===== src/rtl/rr_mux_arbiter.sv =====
// rr_mux_arbiter
// Round-robin, packet-locking arbiter that owns the select of a shared N:1
// data mux. One requester at a time is granted the datapath and keeps it
// until its packet ends (req_last) or its beat quota runs out. Every grant
// goes through a one-cycle IDLE arbitration step. grant, out_sel and busy
// come straight from flops. The stream outputs are combinational views of
// the current owner's inputs.

module rr_mux_arbiter #(
    parameter int N_REQ     = 8,
    parameter int WIDTH     = 32,
    parameter int SEL_WIDTH = $clog2(N_REQ),
    parameter int MAX_BURST = 16
) (
    input  logic                 clk,
    input  logic                 rst,
    input  logic [N_REQ-1:0]     req_valid,
    input  logic [N_REQ-1:0]     req_last,
    input  logic [WIDTH-1:0]     req_data [0:N_REQ-1],
    output logic [N_REQ-1:0]     req_ready,
    output logic                 out_valid,
    output logic [WIDTH-1:0]     out_data,
    output logic                 out_last,
    output logic [SEL_WIDTH-1:0] out_sel,
    input  logic                 out_ready,
    output logic [N_REQ-1:0]     grant,
    output logic                 busy
);

    // A quota of 0 means "unlimited". The counter then stays at zero and a
    // single bit is enough to keep the declarations legal.
    localparam bit QUOTA_EN = (MAX_BURST > 0);
    localparam int CNT_W    = QUOTA_EN ? $clog2(MAX_BURST + 1) : 1;

    // Count value on the final beat a grant may carry.
    localparam logic [CNT_W-1:0] CNT_LAST = QUOTA_EN ? CNT_W'(MAX_BURST - 1) : '0;

    // Highest requester index. The pointer wraps to 0 after this index.
    localparam logic [SEL_WIDTH-1:0] SEL_MAX = SEL_WIDTH'(N_REQ - 1);

    typedef enum logic {
        IDLE   = 1'b0,
        LOCKED = 1'b1
    } state_t;

    state_t               state_q,    state_d;
    logic [SEL_WIDTH-1:0] ptr_q,      ptr_d;
    logic [SEL_WIDTH-1:0] owner_q,    owner_d;
    logic [CNT_W-1:0]     beat_cnt_q, beat_cnt_d;
    logic [N_REQ-1:0]     grant_q,    grant_d;
    logic                 busy_q,     busy_d;
    logic [SEL_WIDTH-1:0] sel_q,      sel_d;

    logic                 locked;
    logic                 owner_valid;
    logic                 owner_last;
    logic [WIDTH-1:0]     owner_data;
    logic                 quota_hit;
    logic                 transfer;
    logic                 release_pkt;
    logic                 win_found;
    logic [SEL_WIDTH-1:0] win_idx;
    logic [SEL_WIDTH-1:0] scan_idx;

    // Select the owner's request signals. This is the shared N:1 data mux.
    always_comb begin
        owner_valid = req_valid[owner_q];
        owner_last  = req_last[owner_q];
        owner_data  = req_data[owner_q];
    end

    // Decode the transfer, the quota and the release for the current beat.
    always_comb begin
        locked      = (state_q == LOCKED);
        quota_hit   = QUOTA_EN && (beat_cnt_q == CNT_LAST);
        transfer    = locked && owner_valid && out_ready;
        release_pkt = transfer && (owner_last || quota_hit);
    end

    // Rotating priority scan. The scan starts at ptr_q and wraps past
    // N_REQ-1, so the first valid requester found wins.
    always_comb begin
        win_found = 1'b0;
        win_idx   = '0;
        scan_idx  = '0;
        for (int i = 0; i < N_REQ; i++) begin
            scan_idx = SEL_WIDTH'((int'(ptr_q) + i) % N_REQ);
            if (!win_found && req_valid[scan_idx]) begin
                win_found = 1'b1;
                win_idx   = scan_idx;
            end
        end
    end

    // Drive the shared stream and the per-requester ready.
    // Everything here is zero while no requester owns the datapath.
    always_comb begin
        out_valid = 1'b0;
        out_data  = '0;
        out_last  = 1'b0;
        req_ready = '0;
        if (locked) begin
            out_valid          = owner_valid;
            out_data           = owner_data;
            out_last           = owner_last | quota_hit;
            req_ready[owner_q] = out_ready;
        end
    end

    // Next-state logic for the arbitration FSM. The registered grant,
    // select and busy values are computed here too, so they change on the
    // same edge as the state.
    always_comb begin
        state_d    = state_q;
        ptr_d      = ptr_q;
        owner_d    = owner_q;
        beat_cnt_d = beat_cnt_q;
        grant_d    = grant_q;
        busy_d     = busy_q;
        sel_d      = sel_q;
        case (state_q)
            IDLE: begin
                if (win_found) begin
                    state_d          = LOCKED;
                    owner_d          = win_idx;
                    beat_cnt_d       = '0;
                    grant_d          = '0;
                    grant_d[win_idx] = 1'b1;
                    busy_d           = 1'b1;
                    sel_d            = win_idx;
                end
            end
            LOCKED: begin
                if (release_pkt) begin
                    state_d    = IDLE;
                    ptr_d      = (owner_q == SEL_MAX) ? '0 : owner_q + SEL_WIDTH'(1);
                    beat_cnt_d = '0;
                    grant_d    = '0;
                    busy_d     = 1'b0;
                    sel_d      = '0;
                end else if (transfer && QUOTA_EN) begin
                    beat_cnt_d = beat_cnt_q + CNT_W'(1);
                end
            end
            default: begin
                state_d    = IDLE;
                beat_cnt_d = '0;
                grant_d    = '0;
                busy_d     = 1'b0;
                sel_d      = '0;
            end
        endcase
    end

    // State and output registers. Reset abandons any packet in flight and
    // returns the pointer to requester 0.
    always_ff @(posedge clk or posedge rst) begin
        if (rst) begin
            state_q    <= IDLE;
            ptr_q      <= '0;
            owner_q    <= '0;
            beat_cnt_q <= '0;
            grant_q    <= '0;
            busy_q     <= 1'b0;
            sel_q      <= '0;
        end else begin
            state_q    <= state_d;
            ptr_q      <= ptr_d;
            owner_q    <= owner_d;
            beat_cnt_q <= beat_cnt_d;
            grant_q    <= grant_d;
            busy_q     <= busy_d;
            sel_q      <= sel_d;
        end
    end

    assign grant   = grant_q;
    assign busy    = busy_q;
    assign out_sel = sel_q;

endmodule


===== config.mk =====
export PLATFORM = sky130hd
export DESIGN_NAME = rr_mux_arbiter
export DESIGN_NICKNAME = d
export VERILOG_FILES = /design/src/rtl/rr_mux_arbiter.sv
export SDC_FILE = /design/constraint.sdc
export NUM_CORES = 1
export LEC_CHECK = 0
export ABC_AREA = 1
export BUFFER_PORTS_ARGS = -buffer_cell sky130_fd_sc_hd__buf_2
export CAP_MARGIN = 20
export CORE_AREA = 5 5 125 127
export DETAILED_ROUTE_END_ITERATION = 6
export DIE_AREA = 0 0 130 132
export PLACE_DENSITY = 0.71
export SETUP_SLACK_MARGIN = 0.1
export SLEW_MARGIN = 30
export SYNTH_ARGS = -nofsm -noshare
export SYNTH_HDL_FRONTEND = slang
export SYNTH_SLANG_ARGS = --single-unit

===== constraint.sdc =====
create_clock -name clk -period 2.62 [get_ports clk]
set_input_delay 0.131 -clock clk [delete_from_list [all_inputs] [get_ports clk]]
set_output_delay 0.131 -clock clk [all_outputs]
set_load 0.02 [all_outputs]

==> results of run 1 <==
per-stage QoR:
stage          worst slack (ps)  instances  utilization [%]
2_1_floorplan               238        713                -
3_3_place_gp                236       1200             40.3
3_5_place_dp                166       1200             40.3
4_1_cts                     133       1206             41.1
5_1_grt                    96.7       1214             41.8
6_report                    209       1214             41.8
path summary, 6_finish.rpt:
kind,start,to,depth (start not counted)
min reg2reg,grant[5],grant[5],2
max reg2reg,ptr_q[1],grant[0],16
max,owner_q[0],out_data[4],6
max in group asynchronous,rst,owner_q[0],3
min,out_ready,ptr_q[0],5
min in group asynchronous,rst,locked,3
what timing repair did:
item | in CTS | in global routing
resized for setup | 0 | 8
cloned | 0 | 1
endpoints found under the hold margin | 0 | 24
endpoints found under the setup margin | 2 | 24
pin swaps | 0 | 4
buffers inserted | 2 | 5
hold buffers | 0 | 1
state kept, by name (all words and copies together) (netlist names):
| signal | flops |
|---|---|
| grant | 8 |
| beat_cnt_q | 5 |
| out_sel | 3 |
| owner_q | 3 |
| ptr_q | 3 |
| busy | 1 |
| locked | 1 |
cell families after synthesis:
| family | share of synthesized area (%) |
|---|---|
| adders and majority gates | 1.92 |
| DFF | 15.3 |
| xor gates and xnor gates | 1.79 |
| buffers and inverters | 8.36 |
| and+or+nand+nor | 43.6 |
| AOI/OAI and AO/OA | 29.0 |
power by group through the flow:
stage	clock, uW	sequential, uW	combinational [uW]
6_report	438	696	6700
3_5_place_dp	0	692	6420
5_1_grt	455	714	7370
3_3_place_gp	0	696	6390
2_1_floorplan	0	701	4410
4_1_cts	438	693	6490
area by class of cell:
| class | instances | area (sq um) |
|---|---|---|
| clock buffers | 3 | 75.1 |
| repair buffers | 357 | 1880 |
| multi-input cells | 612 | 3030 |
| flip-flops and latches | 24 | 604 |
| diodes | 1 | 2.50 |
| well taps | 184 | 230 |
| inverters | 32 | 128 |
| fillers | 1604 | 8330 |
| clock inverters | 1 | 30.0 |
metal layers:
layer	wire (um)	up-vias	global-route usage, %
li1	-	3058	-
met1	8550	2827	30.6
met2	10300	327	39.2
met3	1890	20	4.38
met4	172	4	2.37
met5	27	-	0
worst register-to-register path: stages (launching register included):
cell and delay [ps]:
dfrtp_1 380, buf_4 190, ha_2 220, xor2_1 300, nand3_2 120, nand2_1 130, nor2_4 60, buf_4 130
nand3_1 60, nand3_1 100, inv_1 70, nand2_1 50, nor2_1 80, nand3_1 130, nor2_1 160, nand2_1 70
nand2_1 80
layout by cell type, fill, tap and decap left out, types with 3 or more instances in the layout:
master / count
a21oi_1: 36
ha_1: 4
o21ai_0: 98
clkbuf_16: 3
nand4_1: 4
a31oi_1: 14
buf_4: 26
buf_2: 328
dfrtp_1: 23
nor2_1: 199
inv_2: 6
nand3_1: 32
o32ai_1: 32
nor3_1: 5
inv_1: 22
nand2_1: 147
nand3_2: 9
o21ai_1: 3
nor2_4: 3
==> reports/metrics.cfg, run 1 <==
[run_status]
status = finished, final reports clean

[power_and_ir_drop]
switching_share_pct = 60.2
leakage_uw = 0.00315
pwr-share-clk_pct = 5.6
vdd_ir_drop_max_uv = 481
finalPower_uw = 7840
power_density_mw_per_mm2 = 1310
p_seq_share_pct = 8.9
pwr-share-comb_pct = 85.5
p_int_uw = 3120
p_switching_uw = 4720

[clock_network]
clockBufferDepth = 2
clk_pin_slew_worst_paths_ps = 60
clock-root-buffer = clkbuf_16
insertion_delay_ps = 260
htreeDepth = 1
cts_sinks = 24
cts_buffers = 3
cts_tree = done

[route]
ant_nets = 0
drt-initial-drc-count = 552
vias = 6236
drc_errors = 0
via_per_inst = 5.14
first_pass_iters = 5
finalWirelength_um = 21000
wl_per_cell_um = 17.3

[synth]
syn_inst = 713
ys.flop_type = dfrtp_1
synth_edf_count = 0
seq_area_frac_synth_pct = 15.3
ys_warn_count = 0
synth_largest_area_cell = nor2_1
syn-cell-area_sq_mm = 0.00392
synth_cell_types = 42
synth_common_cells = nor2_1 (199), nand2_1 (147), o21ai_0 (98)
yosysMostFrequentCell = nor2_1
async_flop_share_pct = 100
yosys_register_bits = 24
syn_avg_cell_area_sq_um = 5.50
ys_top_cells_by_area = nor2_1 (19%), dfrtp_1 (15%), nand2_1 (14%)
syn_nets = 994
yosys.area.top_type_share_pct = 19.1

[final_layout]
postLayoutCellArea_sq_mm = 0.00598
drive_above_1_share_pct = 38.5
layout.nets = 1311
area_growth_pct = 52.6

[critical_path]
start_kind = register
crit_chain = buf_4 > nor2_1 > o32ai_1 > a21oi_1 > a31oi_1 > buf_2
max_stage_delay_ps = 520
required_ps = 2490
cp_slowest_cell = dfrtp_4
cp_data_arrival_time_ps = 2280
critPathKind = reg2out
cp_max_fo = 57
cpLargestDelayFamily = compound AO/OA/AOI/OAI gates
critPathBufInv = 2
crit_path_end_kind = primary output
reg2reg_slack_ps = 230

[timing]
holdWs_ps = 394
fin_crit_ps = 2410
hold_viol = 0
max_slew.worst_pin.slew_ps = 637
finalClockSkew_ps = 2.44
rsz0062_at_grt = no
max_freq_mhz = 415
slew_headroom_pct = 57.5
slew_viol_final = 0
final_min_period_over_clock_period_pct = 92.0
setup_viol = 0
setup_tns_ps = 0

[floorplanning]
io_pins = 329
die-area_sq_mm = 0.0172
rows = 44
initial_core_util_pct = 27.4
core_region_area_sq_mm = 0.0143
die-height_um = 132
die-width_um = 130

[placement]
numPortBuffers = 328
gp_congestion = 0.976
hpwl_um = 16900
post_dp_cell_area_sq_mm = 0.00576

[worst_hold_path]
hold_path_class = in2reg

[global_route]
grt-ovfl-total = 0
grt_pass1_wl_um = 31500
antenna_found_initial = 4
grt_use_total_pct = 22.8
grt_max_degree = 58
grt_pass1_vias = 5787

[job]
max_cap_violations = 0

Power figures use the tool's default switching activity.
==> inputs of run 2 (changes only) <==
Settings changed: SETUP_SLACK_MARGIN 0.1 to 0.3.
==> run 2 against run 1 <==
Compared with the run above:
- first-iteration DRC count up 8.9%
- utilization up 2.3 points
- total power up 8.3%
- critical path depth up 9
- critical endpoint is now grant[5]
- clock power up 2%
- register-to-register slack better by 60 ps
- count of clock-buffer cells in the layout unchanged
- largest power group unchanged
- final cell count up 0.91%
- cell area up 5.4%
==> reports/metrics.cfg, run 2 (synthesized netlist as in run 1, its figures left out) <==
[run_status]
status = finished, final reports clean

[critical_path]
cpLargestDelayFamily = simple AND/OR/NAND/NOR gates
cp_slowest_cell = dfrtp_1
critPathBufInv = 2  ; unchanged
reg2regPathDepth = 15  ; -1
rr_endpoint = grant[5]
cp_data_arrival_time_ps = 2530  ; +250 ps
startpoint = ptr_q[1]
critPathKind = reg2reg
start_kind = register
crit_path_end_kind = register
max_stage_delay_ps = 390  ; -130 ps
crit_chain = clkinv_2 > ha_4 > inv_6 > nand3_4 > nand3_2 > nand2_2 > nor2_4 > nand4_4 > nor2_4 > nand3_2 > nor2_1 > nor2_2 > nor2_1 > nand2_1 > nand2_1
required_ps = 2820  ; +330 ps
reg2reg_slack_ps = 290  ; +60 ps
rr_startpoint = ptr_q[1]
cp_max_fo = 7  ; -88%

[timing]
setup_tns_ps = 0  ; unchanged
max_slew.worst_pin.slew_ps = 517  ; -121 ps
final_min_period_over_clock_period_pct = 89.0  ; -3.0 points
holdWs_ps = 444  ; +50.6 ps
rsz0062_at_grt = yes
setup_viol = 0  ; unchanged
fin_crit_ps = 2330  ; -79.9 ps
max_freq_mhz = 429  ; +3.4%
hold_viol = 0  ; unchanged
slew_headroom_pct = 65.5  ; +8.0 points
finalClockSkew_ps = 2.56  ; +0.126 ps
slew_viol_final = 0  ; unchanged
layout_setup_ws_ps = 289  ; +79.9 ps

[route]
via_per_inst = 5.28  ; +2.7%
drc_errors = 0  ; unchanged
drt-initial-drc-count = 601  ; +8.9%
vias = 6465  ; +3.7%
finalWirelength_um = 22100  ; +5.4%
ant_nets = 0  ; unchanged
first_pass_iters = 6  ; +1
wl_per_cell_um = 18.0  ; +4.5%

[clock_network]
cts_sinks = 24  ; unchanged
clk_pin_slew_worst_paths_ps = 70  ; about the same
insertion_delay_ps = 260  ; about the same
clock-root-buffer = clkbuf_16
cts_buffers = 3  ; unchanged
htreeDepth = 1  ; unchanged
clockBufferDepth = 2  ; unchanged
cts_tree = done

[global_route]
grt_use_total_pct = 23.6  ; +0.76 points
antenna_found_initial = 5  ; +1
grt_pass1_vias = 6069  ; +4.9%
grt_max_degree = 66  ; +14%
grt_pass1_wl_um = 32500  ; +3.1%
grt-ovfl-total = 0  ; unchanged

[floorplanning]
io_pins = 329  ; unchanged
die-height_um = 132  ; unchanged
core_region_area_sq_mm = 0.0143  ; unchanged
die-area_sq_mm = 0.0172  ; unchanged
rows = 44  ; unchanged
initial_core_util_pct = 27.4  ; unchanged
die-width_um = 130  ; unchanged

[final_layout]
largest_reg_flops = 8  ; unchanged
area_growth_pct = 60.8
drive_above_1_share_pct = 41.4  ; +2.9 points
layout.nets = 1318  ; +0.53%
final_common_cell = buf_2
final_cell_mix = buf_2 (328), nor2_1 (195), nand2_1 (141), o21ai_0 (96), a21oi_1 (36)

[placement]
place_ws_ps = 246  ; +79.8 ps
gp_congestion = 0.965  ; -1.1%
hpwl_um = 17500  ; +3.7%
numPortBuffers = 328  ; unchanged

[job]
max_cap_violations = 0  ; unchanged

[power_and_ir_drop]
vdd_ir_drop_max_uv = 534  ; +11%
leakage_uw = 0.00326  ; +3.3%
power_density_mw_per_mm2 = 1350  ; +2.7%

[worst_hold_path]
hold_path_class = in2async

==> run 2: power breakdown <==
part	switching [uW]	internal (uW)	total [uW]
clock network	141	304	445
registers	187	533	720
logic	4760	2560	7320
==> run 2: worst max-delay path by stage <==
stage / depth (start not counted) / end / slack (ps)
after global routing: 15 / grant[5] / 110
after floorplan: 17 / grant[7] / 360
final: 15 / grant[5] / 290
after detailed placement: 15 / grant[1] / 250
after global placement: 15 / grant[5] / 310
after CTS: 7 / out_data[23] / 260
==> run 2: through the flow <==
stage | cell area [sq um] | utilization (%) | power (uW) | std cells
final | 6300 | 44.0 | 8490 | 1225
after global routing | 6300 | 44.0 | 9190 | 1224
after CTS | 5930 | 41.4 | 7710 | 1207
after detailed placement | 5770 | 40.3 | 7140 | 1199
after global placement | 5770 | 40.3 | 7100 | 1199
after floorplan | 3930 | - | 5140 | 713
==> run 2: worst register-to-register path: cells and delay by family, from the launching register on <==
kind / cells / cell delay, ps
and+or+nand+nor: 12 / 1400
DFF: 1 / 390
buffers and inverters: 2 / 200
adders and majority gates: 1 / 300
==> run 2: metal layers <==
| metal | up-vias | GRT usage [%] | share of wire [%] |
|---|---|---|---|
| met5 | - | 0 | 0 |
| met4 | 0 | 6.99 | 2.8 |
| met3 | 52 | 3.40 | 9.0 |
| met2 | 392 | 38.2 | 48 |
| met1 | 2949 | 32.2 | 40 |
| li1 | 3072 | - | - |
==> run 2: timing repair <==
action	in CTS	in global routing
setup endpoints to repair	21	50
hold buffers	0	1
endpoints found under the hold margin	0	24
resized for setup	8	57
gates cloned	1	1
setup buffers	3	11
pin swaps	3	15
==> run 2: layout make-up <==
class                      count  area, sq um
sequential                    24          607
antenna                        5         12.5
multi-input combinational    612         3200
timing repair buffer         364         1990
tap                          184          230
clock buffer                   3         75.1
fill                        1533         8010
clock inverter                 1         30.0
inverter                      32          153
==> inputs of run 3 (changes only) <==
Settings changed: REMOVE_ABC_BUFFERS set to 1.
==> run 3 against run 2 <==
Compared with the run above:
- flip-flop and latch count is the same
- count of clock-buffer cells in the layout grew 1
- first-iteration DRC count shrank 3.0%
- critical path type unchanged
- largest power group unchanged
==> reports/metrics.cfg, run 3 (synthesized netlist as in run 1, its figures left out) <==
[placement]
place_ws_ps = 89.5  ; -157 ps
numPortBuffers = 328  ; unchanged
gp_congestion = 0.957  ; -0.83%
dp_cells = 1201  ; +0.17%
hpwl_um = 17900  ; +2.1%

[clock_network]
insertion_delay_ps = 260  ; about the same
cts_buffers = 3  ; unchanged
clk_pin_slew_worst_paths_ps = 60  ; about the same
cts_tree = done
clockBufferDepth = 2  ; unchanged
htreeDepth = 1  ; unchanged
cts_sinks = 24  ; unchanged
clock-root-buffer = clkbuf_16

[critical_path]
crit_path_end_kind = register
cp_data_arrival_time_ps = 2490  ; -40 ps
required_ps = 2820  ; about the same
cp_max_fo = 6  ; -1
critPathKind = reg2reg
start_kind = register

[global_route]
antenna_found_initial = 7  ; +2
grt-ovfl-total = 0  ; unchanged
grt_max_degree = 66  ; unchanged
grt_pass1_vias = 5984  ; -1.4%
grt_pass1_wl_um = 32700  ; +0.83%
grt_use_total_pct = 24.2  ; +0.67 points

[floorplanning]
die-height_um = 132  ; unchanged
rows = 44  ; unchanged
core_region_area_sq_mm = 0.0143  ; unchanged
die-width_um = 130  ; unchanged
initial_core_util_pct = 27.4  ; unchanged
io_pins = 329  ; unchanged
die-area_sq_mm = 0.0172  ; unchanged

[route]
finalWirelength_um = 22900  ; +3.7%
wl_per_cell_um = 18.7  ; +3.6%
drc_errors = 0  ; unchanged
drt-initial-drc-count = 583  ; -3.0%
first_pass_iters = 7  ; +1
via_per_inst = 5.22  ; -1.1%
ant_nets = 0  ; unchanged
vias = 6405  ; -0.93%

[timing]
slew_headroom_pct = 62.6  ; -2.9 points
layout_setup_ws_ps = 323  ; +33.8 ps
rsz0062_at_grt = yes
slew_viol_final = 0  ; unchanged
max_slew.worst_pin.slew_ps = 560  ; +43.2 ps
holdWs_ps = 408  ; -36.1 ps
setup_tns_ps = 0  ; unchanged
fin_crit_ps = 2300  ; -33.8 ps
setup_viol = 0  ; unchanged
finalClockSkew_ps = 4.61  ; +2.04 ps
max_freq_mhz = 435  ; +1.5%
final_min_period_over_clock_period_pct = 87.7  ; -1.3 points
hold_viol = 0  ; unchanged

[final_layout]
area_growth_pct = 65.7
final_common_cell = buf_2
final_cell_mix = buf_2 (328), nor2_1 (191), nand2_1 (122), o21ai_0 (94), a21oi_1 (36)
layout.nets = 1323  ; +0.38%
multi_input_area_sq_mm = 0.00339  ; +5.9%
drive_above_1_share_pct = 45.1  ; +3.6 points
largest_reg_flops = 8  ; unchanged
ff_latch_area_sq_um = 607  ; unchanged
finalNonFillerCells = 1227  ; +0.16%
nFillCells = 1560  ; +1.8%

[job]
max_cap_violations = 0  ; unchanged

[run_status]
status = finished, final reports clean

[worst_hold_path]
hold_path_class = in2reg

[power_and_ir_drop]
vdd_ir_drop_max_uv = 634  ; +19%
leakage_uw = 0.00332  ; +2.0%
finalPower_uw = 8880  ; +4.7%
power_density_mw_per_mm2 = 1370  ; +1.6%

[run 3: cell types whose count changed in the layout (fill, tap and decap cells not counted), sizes merged]
cell / previous run / this run
buf: 362 / 368
diode: 5 / 2
inv: 29 / 31
bufinv: 1 / 0
clkinv: 2 / 1
clkinvlp: 1 / 0
[run 3: final timing paths]
kind,cells past startpoint,start,endpoint,slack [ps]
max,16,ptr_q[1],grant[5],320
min,5,out_ready,ptr_q[0],410
max reg2reg,16,ptr_q[1],grant[5],320
min reg2reg,2,grant[0],grant[0],480
max in group asynchronous,4,rst,owner_q[0],1870
min in group asynchronous,4,rst,beat_cnt_q[1],480
[run 3: repair_timing]
| item | in CTS | in global routing |
|---|---|---|
| endpoints found under the hold margin | 24 | 0 |
| hold buffers | 1 | 0 |
| setup buffers | 7 | 11 |
| gates resized for setup | 16 | 96 |
| pin swaps | 5 | 25 |
| gates cloned | 1 | 0 |
| setup endpoints to repair | 35 | 44 |
[run 3: layer usage]
layer,vias up,GRT usage [%],share of wire (%)
met1,2929,32.8,41
met5,-,0,0.10
li1,3082,-,-
met4,6,5.89,2.6
met2,340,38.8,47
met3,48,5.79,9.2
[run 3: final cells by class]
type | count | share of cell area [%]
tap | 184 | 3.55
inverter | 32 | 2.18
multi-input combinational | 612 | 52.2
clock buffer | 4 | 1.21
antenna | 2 | 0.0771
timing repair buffer | 369 | 31.4
sequential | 24 | 9.34
[run 3: power breakdown]
part,internal (uW),total (uW),leakage [uW],switching (uW)
combinational,2800,7810,0.00298,5010
clock,208,336,0.0000382,128
sequential,534,736,0.000303,202
[run 3: worst max-delay path, cell delays in order, from the launching register on]
cell	delay (ps)
dfrtp_1	380
clkinv_2	100
ha_4	300
inv_8	100
nand3_4	80
nand3_1	120
nand2_2	70
nor2_4	120
nand4_4	120
nor2_4	230
buf_6	140
nand2_2	60
nand3_2	100
nor2_2	50
nor2_2	130
nand2_1	60
nand2_1	60
[run 3: through the flow]
| stage | util [%] | cell area [sq um] |
|---|---|---|
| floorplan | - | 3710 |
| global placement | 40.4 | 5790 |
| detailed placement | 40.4 | 5790 |
| CTS | 42.0 | 6010 |
| global route | 45.4 | 6490 |
| finish | 45.4 | 6490 |
